**config.mk**
```make
export PLATFORM = sky130hd
export DESIGN_NAME = elbeth_mem_arbiter
export DESIGN_NICKNAME = d
export VERILOG_FILES = /design/src/rtl/elbeth_mem_arbiter.sv
export SDC_FILE = /design/constraint.sdc
export NUM_CORES = 1
export LEC_CHECK = 0
export BUFFER_PORTS_ARGS = -buffer_cell sky130_fd_sc_hd__buf_2
export CAP_MARGIN = 20
export CORE_AREA = 2 2 121 123
export CTS_BUF_LIST = sky130_fd_sc_hd__clkbuf_8
export DETAILED_ROUTE_END_ITERATION = 10
export DIE_AREA = 0 0 123 125
export PLACE_DENSITY = 0.51
export REMOVE_ABC_BUFFERS = 1
export SLEW_MARGIN = 20
export SYNTH_ARGS = -nofsm -noshare
export SYNTH_HDL_FRONTEND = slang
export SYNTH_SLANG_ARGS = --single-unit
```
**constraint.sdc**
```tcl
create_clock -name clk -period 3.1 [get_ports clk]
set_clock_uncertainty 0.05 [all_clocks]
set_input_delay 0.31 -clock clk [delete_from_list [all_inputs] [get_ports clk]]
set_output_delay 0.31 -clock clk [all_outputs]
set_load 0.02 [all_outputs]
```
**src/rtl/elbeth_mem_arbiter.sv**
```systemverilog
// elbeth_mem_arbiter: shares one memory port between an instruction port and
// a data port. One grant at a time, zero-latency response forwarding, an
// alternating tie-break so neither requester starves, and a bounded wait on
// the memory response.
module elbeth_mem_arbiter #(
  parameter int unsigned TIMEOUT = 255
) (
  input  logic        clk,
  input  logic        rst,
  // instruction port request / response
  input  logic [31:0] imem_addr,
  input  logic [31:0] imem_out_data,
  input  logic [3:0]  imem_rw,
  input  logic        imem_en,
  output logic [31:0] imem_in_data,
  output logic        imem_ready,
  output logic        imem_error,
  // data port request / response
  input  logic [31:0] dmem_addr,
  input  logic [31:0] dmem_out_data,
  input  logic [3:0]  dmem_rw,
  input  logic        dmem_en,
  output logic [31:0] dmem_in_data,
  output logic        dmem_ready,
  output logic        dmem_error,
  // shared memory request / response
  output logic [31:0] mem_addr,
  output logic [31:0] mem_out_data,
  output logic [3:0]  mem_rw,
  output logic        mem_en,
  input  logic [31:0] mem_in_data,
  input  logic        mem_ready,
  input  logic        mem_error
);

  typedef enum logic [1:0] {
    IDLE  = 2'd0,
    GNT_I = 2'd1,
    GNT_D = 2'd2
  } state_e;

  // last_grant encoding: 0 = instruction port, 1 = data port
  localparam logic LAST_I = 1'b0;
  localparam logic LAST_D = 1'b1;

  localparam logic [7:0] TIMEOUT_C = 8'(TIMEOUT);

  state_e     state_q, state_d;
  logic [7:0] cnt_q, cnt_d;
  logic       last_grant_q, last_grant_d;

  logic       timeout_hit;
  logic       sel_en;

  // Abort condition: waited the full budget and memory still silent.
  always_comb begin
    timeout_hit = (state_q != IDLE) && (cnt_q == TIMEOUT_C) && !mem_ready && !mem_error;
  end

  // Enable of whichever port currently owns the memory.
  always_comb begin
    sel_en = 1'b0;
    case (state_q)
      GNT_I:   sel_en = imem_en;
      GNT_D:   sel_en = dmem_en;
      default: sel_en = 1'b0;
    endcase
  end

  // Next-state: arbitration in IDLE, completion/withdraw/timeout in a grant.
  always_comb begin
    state_d      = state_q;
    cnt_d        = cnt_q;
    last_grant_d = last_grant_q;
    case (state_q)
      IDLE: begin
        if (imem_en && dmem_en) begin
          // Tie: data port wins unless it was served last.
          if (last_grant_q == LAST_D) begin
            state_d      = GNT_I;
            last_grant_d = LAST_I;
          end else begin
            state_d      = GNT_D;
            last_grant_d = LAST_D;
          end
          cnt_d = 8'd0;
        end else if (imem_en) begin
          state_d      = GNT_I;
          last_grant_d = LAST_I;
          cnt_d        = 8'd0;
        end else if (dmem_en) begin
          state_d      = GNT_D;
          last_grant_d = LAST_D;
          cnt_d        = 8'd0;
        end
      end
      GNT_I, GNT_D: begin
        if (!sel_en || mem_ready || mem_error || timeout_hit) begin
          state_d = IDLE;
        end else begin
          cnt_d = cnt_q + 8'd1;
        end
      end
      default: begin
        state_d = IDLE;
      end
    endcase
  end

  // State, wait counter and tie-break history; async active-low clear.
  always_ff @(posedge clk or negedge rst) begin
    if (!rst) begin
      state_q      <= IDLE;
      cnt_q        <= 8'd0;
      last_grant_q <= LAST_I;
    end else begin
      state_q      <= state_d;
      cnt_q        <= cnt_d;
      last_grant_q <= last_grant_d;
    end
  end

  // Output mux: route the owner's request out and the memory response back;
  // everything not owned stays at zero. A withdrawn requester sees nothing.
  always_comb begin
    mem_addr     = 32'd0;
    mem_out_data = 32'd0;
    mem_rw       = 4'd0;
    mem_en       = 1'b0;
    imem_in_data = 32'd0;
    imem_ready   = 1'b0;
    imem_error   = 1'b0;
    dmem_in_data = 32'd0;
    dmem_ready   = 1'b0;
    dmem_error   = 1'b0;
    case (state_q)
      GNT_I: begin
        mem_addr     = imem_addr;
        mem_out_data = imem_out_data;
        mem_rw       = imem_rw;
        mem_en       = imem_en && !timeout_hit;
        imem_in_data = mem_in_data;
        imem_ready   = imem_en && mem_ready;
        imem_error   = imem_en && (mem_error || timeout_hit);
      end
      GNT_D: begin
        mem_addr     = dmem_addr;
        mem_out_data = dmem_out_data;
        mem_rw       = dmem_rw;
        mem_en       = dmem_en && !timeout_hit;
        dmem_in_data = mem_in_data;
        dmem_ready   = dmem_en && mem_ready;
        dmem_error   = dmem_en && (mem_error || timeout_hit);
      end
      default: begin
        mem_en = 1'b0;
      end
    endcase
  end

endmodule
```
# Word level (Yosys, flattened, before mapping)
# Cells that the tools add are included.
# classes
add_sub_neg	1
eq_ne	6
muxes	26
reduce_logical	26
# ops
op	n
case mux 32 bit (2 select lines)	2
2-to-1 mux 32 bit	2
2-to-1 mux 8 bit	4
case mux 8 bit (2 select lines)	1
logical AND 1 bit	10
2-to-1 mux 2 bit	5
adder 8 x 1 -> 8 bit, second input constant	1
equality test 8 bit, second input constant	1
2-to-1 mux 1 bit	8
case mux 4 bit (2 select lines)	1
zero test 1 bit	4
logical OR 1 bit	4
!= test 2 bit, second input constant	2
!= test 4 bit, second input constant	1
case mux 1 bit (2 select lines)	2
case mux 2 bit (2 select lines)	1
AND reduction 2 bit	2
nonzero test 2 bit	2
AND reduction 3 bit	1
nonzero test 3 bit	1
equality test 2 x 1 -> 1 bit, second input constant	1
equality test 2 bit, second input constant	1
zero test 2 bit	1
OR reduction 2 bit	1
# word_totals
regBits	11

# Depth between registers and ports, before layout
# Gate-level depths: netlist of the first run.
# logic_depth
ltp_word	8
mapped_depth	7

# Worst setup path after synthesis of the first run
# Ideal clock, no wire load.
# synth_timing
path_kind	register to output
from	reg state_q[0]
to	out mem_addr[18]
arrival_time_ps	1761
required_ps	2740
setup_slack_ps	979
path_stages_with_launch	8
n_path_buf	3
cell_sequence	dfrtp_1 -> inv_1 -> ha_1 -> clkbuf_1 -> clkbuf_1 -> buf_1 -> a22oi_1 -> nor2_1
# synth_via
elab_chain_cells	2
elab_cells_between_ends	3
# synth_lines
item	line	text
from (decl)	48	state_e state_q, state_d;
from (signal assigned)	117	state_q <= state_d;
equality test 2 bit or equality test 2 x 1 -> 1 bit (tied branches)	136	case (state_q)
case mux 32 bit (2 select lines) (*)	136	
to (decl)	27	output logic [31:0] mem_addr,
# Mark *: on every way between the ends. The rest lies on a longest branch, timed or not.

# Worst setup path after layout of the first run
# layout_timing
from	reg state_q[0]
to	out mem_en
# layout_via
elab_chain_cells	7
elab_cells_between_ends	10
# layout_lines
item	line	text
nonzero test 2 bit	57	timeout_hit = (state_q != IDLE) && (cnt_q == TIMEOUT_C) && !mem_ready && !mem_error;
logical AND 1 bit (3 in a row)	57	
zero test 1 bit	141, 150	
logical AND 1 bit (on tied branches)	150, 141	
case mux 1 bit (2 select lines) (*)	136	
to (decl)	30	output logic mem_en,
# Marks and branches as above.

==> flow_summary.json, run 1 <==
{
  "cts.path.max_buffers": 2,
  "final-instance-count-excl-fill": 788,
  "drive_above_1_share_pct": 54.1,
  "core.rowCount": 44,
  "drcViolationCount": 0,
  "postSynth.asyncResetShare_pct": 100,
  "drtPass1Iterations": 4,
  "cellPowerDensity_nw_per_um2": 846,
  "dominantRegCellSynth": "dfrtp_1",
  "antenna_cells_inserted": 0,
  "critPathArrivalTime_ns": 2.18,
  "critical_path.startpoint_type": "flop",
  "worst-endpoint-required_ns": 2.74,
  "routedWlPerCell_um": 14.8,
  "timing.max_cap.violations": 0,
  "viasPerCell": 4.25,
  "worst_hold_slack_ns": 0.337,
  "timing_hold_violations_final": 0,
  "finalCritPeriodShare_pct": 81.8,
  "synthesis.area_um2": 2040,
  "ys_top_cells_by_area": "a22oi_1, and2_1, dfrtp_1",
  "timing.setup.critical_path_class": "flop to output port",
  "design.portCount": 311,
  "timing_worst_slew_pin_value_ns": 0.575,
  "skew_pair_late_insertion_delay_ns": 0.24,
  "grt_antenna_before_repair": 1,
  "htree_num_levels": 1,
  "grt_start_max_net_pins": 64,
  "most_frequent_cells_in_the_layout": "buf_2, nor2_1, a22oi_1, and2_1, inv_1",
  "layout.cells.most_common": "buf_2",
  "ys_warn_count": 0,
  "via_count_of_the_first_global_routing_pass": 3127,
  "grt_setup_unrepaired": "no",
  "grt_first_pass_wirelength_um": 16800,
  "max-vdd-ir-drop_uv": 387,
  "global_route.usage.total_pct": 13.5,
  "fmax_mhz": 394,
  "fin_util_pct": 27.0,
  "synth_edf_count": 0,
  "slew_headroom_pct": 61.7,
  "numPortBuffers": 310,
  "core_um2": 14200,
  "place.detailed.hpwl_um": 9470,
  "drt-initial-drc-count": 128,
  "die_w_um": 123,
  "setup-tns-final_ns": 0,
  "cts_tree": "done",
  "global_route.overflow_total": 0,
  "cp-end-kind": "output port",
  "p_leak_nw": 2.19,
  "layout.cell_area.non_filler_um2": 3840,
  "nets": 783,
  "synth.top_cell.area_share_pct": 25.0,
  "synth_cell_types": 36,
  "postSynthAreaPerCell_um2": 6.51,
  "synth_sequential_area_ratio_pct": 13.5,
  "hold_path.class": "input port to flop",
  "cts_post_setup_buffers_inserted": 0,
  "clock_sinks": 11,
  "yosys_register_bits": 11,
  "clkSlewWorstSetupHoldPaths_ns": 0.05,
  "initial_utilization_pct": 14.4,
  "finalWeightedCongestion": 0.780,
  "worst-path-max-fanout": 30,
  "post_dp_cell_area_um2": 3790,
  "num_vias": 3346,
  "cts_inserted_buffers": 3,
  "period_minus_slack_ns": 2.54,
  "area_delta_synth_final_pct": 88.0,
  "dieHeight_um": 125,
  "drt-total-wl_um": 11700,
  "die-area_um2": 15400,
  "clock_tree.root_cell": "clkbuf_8",
  "setup_viol": 0,
  "syn-instance-count": 314,
  "finalMaxSlewViolations": 0,
  "placedCellCount": 783,
  "status": "finished, final reports clean",
  "synthDominantAreaCellType": "a22oi_1",
  "postRouteAntennaNets": 0
}
cell type report:
cell class / instances / area (um2)
Inverter: 12 / 45.0
Fill cell: 1639 / 10400
Sequential cell: 11 / 275
Tap cell: 184 / 230
Timing Repair Buffer: 318 / 1630
Multi-Input combinational cell: 259 / 1620
Clock buffer: 3 / 41.3
Clock inverter: 1 / 3.75
critical path, cell delays in order (launching register included):
cell and delay (ns):
dfrtp_1 0.42, inv_1 0.16, ha_4 0.35, buf_4 0.38, mux2i_1 0.27, nor2_1 0.06
o21a_1 0.13, buf_2 0.16
path summary, 6_finish.rpt:
path	slack, ns	endpoint	depth (start not counted)	start
worst max-delay path	0.56	mem_en	7	state_q[0]
worst min-delay path	0.34	last_grant_q	2	imem_en
worst max register to register	0.79	cnt_q[4]	7	state_q[0]
worst min register to register	0.47	last_grant_q	1	last_grant_q
max in group asynchronous	2.34	state_q[0]	2	rst
min in group asynchronous	0.43	cnt_q[4]	2	rst
flip-flops by register name, summed over array words and instances, names as in the netlist:
register	flops
cnt_q	8
state_q	2
last_grant_q	1
stage by stage:
| step | total power, mW | worst slack (ns) |
|---|---|---|
| 2_1_floorplan | 2.01 | -0.229 |
| 3_3_place_gp | 3.17 | 0.785 |
| 3_5_place_dp | 3.15 | 0.770 |
| 4_1_cts | 3.31 | 0.555 |
| 5_1_grt | 3.54 | 0.409 |
| 6_report | 3.25 | 0.564 |
cells by family (layout without fill, tap and decap cells):
family / after synthesis / count (layout) / share of synthesized area [%]
buf+inv: 44 / 334 / 8.51
compound gates: 93 / 93 / 34.5
xor+xnor: 1 / 1 / 0.429
simple gates: 160 / 160 / 40.2
fa+ha+maj: 4 / 4 / 2.45
mux: 1 / 1 / 0.490
flops: 11 / 11 / 13.5
layer usage:
| layer | track usage, % | up-vias | routed length (um) |
|---|---|---|---|
| li1 | - | 1693 | - |
| met1 | 18.4 | 1495 | 5230 |
| met2 | 23.8 | 154 | 5500 |
| met3 | 1.82 | 4 | 920 |
| met4 | 0.602 | 0 | 33 |
| met5 | 0 | - | 0 |
timing repair:
action	CTS	global route
endpoints found under the hold margin	11	0
resized for setup	0	0
hold buffers	1	0
Yosys cell counts, types with 3 or more instances:
cell type / instances
a21oi_1: 4
a22oi_1: 68
and2_1: 64
and3_1: 6
buf_1: 8
clkbuf_1: 22
dfrtp_1: 11
ha_1: 4
inv_1: 11
nand3_1: 7
nand4_1: 3
nor2_1: 69
nor3_1: 3
o21ai_0: 3
o221ai_1: 5
where the power goes:
group          internal, mW  leakage [nW]  switching [mW]
logic                 0.958          2.02            1.95
registers             0.170         0.148          0.0306
clock network        0.0870        0.0269          0.0546
total                  1.21          2.19            2.04
Note: power is estimated with default switching activity, not from simulation.
==> inputs of run 2 (changes only) <==
CORE_AREA = 2 2 120 122   (was 2 2 121 123)
DIE_AREA = 0 0 122 124   (was 0 0 123 125)
PLACE_DENSITY = 0.53   (was 0.51)
clock period = 2.2 ns   (was 3.1 ns; I/O delays follow)
==> flow_summary.json, run 2 (synthesized netlist as in run 1, its figures left out) <==
{
  "clkSlewWorstSetupHoldPaths_ns": 0.06,
  "place.detailed.hpwl_um": 11300,
  "switching_share_pct": 60.8,
  "finalWeightedCongestion": 0.803,
  "drtPass1Iterations": 4,
  "period_minus_slack_ns": 2.09,
  "global_route.usage.total_pct": 15.9,
  "fin_util_pct": 29.2,
  "htree_num_levels": 1,
  "area_delta_synth_final_pct": 96.0,
  "cts.path.max_buffers": 2,
  "nets": 793,
  "die-area_um2": 15100,
  "max_ffs_per_register": 8,
  "dp_worst_setup_slack_ns": 0.258,
  "cp-end-kind": "output port",
  "critical_path.startpoint_type": "flop",
  "seqCellArea_um2": 275,
  "worst-path-max-fanout": 27,
  "finalWorstSetupSlack_ns": 0.106,
  "clock_tree.root_cell": "clkbuf_8",
  "fmax_mhz": 478,
  "p_leak_nw": 2.27,
  "layout.cells.most_common": "buf_2",
  "dieHeight_um": 124,
  "post_dp_cell_area_um2": 3910,
  "fill_cells": 1537,
  "num_vias": 3439,
  "viasPerCell": 4.31,
  "most_frequent_cells_in_the_layout": "buf_2, nor2_1, a22oi_1, and2_1",
  "drive_above_1_share_pct": 55.2,
  "grt_antenna_before_repair": 4,
  "cts_inserted_buffers": 3,
  "cts_post_setup_buffers_inserted": 0,
  "cellPowerDensity_nw_per_um2": 1260,
  "core.rowCount": 43,
  "skew_pair_late_insertion_delay_ns": 0.24,
  "clock_sinks": 11,
  "timing.setup.critical_path_class": "flop to output port",
  "design.portCount": 311,
  "placedCellCount": 788,
  "postRouteAntennaNets": 0,
  "hold_path.class": "input port to flop",
  "setup_viol": 0,
  "layout.cell_area.non_filler_um2": 4000,
  "global_route.overflow_total": 0,
  "drt-total-wl_um": 13600,
  "drcViolationCount": 0,
  "initial_utilization_pct": 14.9,
  "die_w_um": 122,
  "max-vdd-ir-drop_uv": 507,
  "timing_worst_slew_pin_value_ns": 0.434,
  "via_count_of_the_first_global_routing_pass": 2957,
  "timing_hold_violations_final": 0,
  "critPathArrivalTime_ns": 1.82,
  "setup-tns-final_ns": 0,
  "portion_of_total_power_attributed_to_combinational_logic_pct": 90.3,
  "finalMaxSlewViolations": 0,
  "pwr-share-clk_pct": 4.1,
  "multi_input_comb_area_um2": 1620,
  "slew_headroom_pct": 71.1,
  "cts_tree": "done",
  "internal-power_mw": 1.98,
  "largest_register": "cnt_q",
  "drt-initial-drc-count": 196,
  "power.net_switching_mw": 3.08,
  "final-instance-count-excl-fill": 797,
  "numPortBuffers": 310,
  "grt_setup_unrepaired": "no",
  "worst-endpoint-required_ns": 1.93,
  "core_um2": 13700,
  "grt_first_pass_wirelength_um": 18000,
  "finalCritPeriodShare_pct": 95.2,
  "status": "finished, final reports clean",
  "timing.max_cap.violations": 0,
  "grt_start_max_net_pins": 54,
  "top_regs": "cnt_q: 8 flops, state_q: 2 flops, last_grant_q: 1 flops",
  "routedWlPerCell_um": 17.1,
  "seqPwrFrac_pct": 5.6
}
## run 2: cell types whose count changed in the layout (fill, tap and decap cells not counted), sizes merged
cell	before	now
diode	0	3
buf	317	326
clkbuf	3	4
## run 2: final cells by class
| class | instances | share of cell area [%] |
|---|---|---|
| diodes | 3 | 0.188 |
| clock buffers | 3 | 1.03 |
| clock inverters | 1 | 0.0938 |
| inverters | 12 | 1.13 |
| multi-input cells | 259 | 40.6 |
| flip-flops and latches | 11 | 6.88 |
| well taps | 180 | 5.63 |
| repair buffers | 328 | 44.5 |
## run 2: power groups by stage
stage               Combinational [mW]  Clock, mW  Sequential (mW)
detailed placement                4.58          0            0.284
finish                            4.57      0.208            0.282
CTS                               4.60      0.214            0.280
floorplan                         2.57          0            0.270
global placement                  4.58          0            0.283
global route                      4.97      0.218            0.289
## run 2: repair_timing
item | 4_1_cts | 5_1_grt
resized for setup | 0 | 2
endpoints found under the setup margin | 0 | 21
hold buffers | 1 | 0
endpoints found under the hold margin | 11 | 0
## run 2: layer usage
layer	GRT usage, %	vias to the layer above	wire length [um]
li1	-	1724	-
met5	0	-	30
met3	6.04	10	1680
met2	22.6	168	5490
met4	1.22	4	47
met1	23.6	1533	6400
## run 2: path summary, 6_finish.rpt
path | start | to | slack [ns] | cells after the start
worst max-delay path | state_q[0] | mem_out_data[10] | 0.11 | 7
worst min-delay path | imem_en | last_grant_q | 0.25 | 2
worst max register to register | state_q[0] | cnt_q[4] | 0.29 | 7
worst min register to register | last_grant_q | last_grant_q | 0.47 | 1
max in group asynchronous | rst | last_grant_q | 1.56 | 2
min in group asynchronous | rst | cnt_q[4] | 0.32 | 2
## run 2: stage by stage
stage / hold slack, ns / power, mW
finish: 0.254 / 5.06
detailed placement: 0.0658 / 4.87
global route: 0.264 / 5.48
global placement: 0.0598 / 4.87
CTS: 0.254 / 5.10
floorplan: -0.126 / 2.84
## run 2: critical path, cell delays in order (launching register included)
cell and delay, ns:
dfrtp_1 0.42, inv_2 0.08, ha_4 0.20, buf_12 0.17
a22oi_1 0.30, buf_4 0.19, nor2_1 0.04, buf_2 0.16
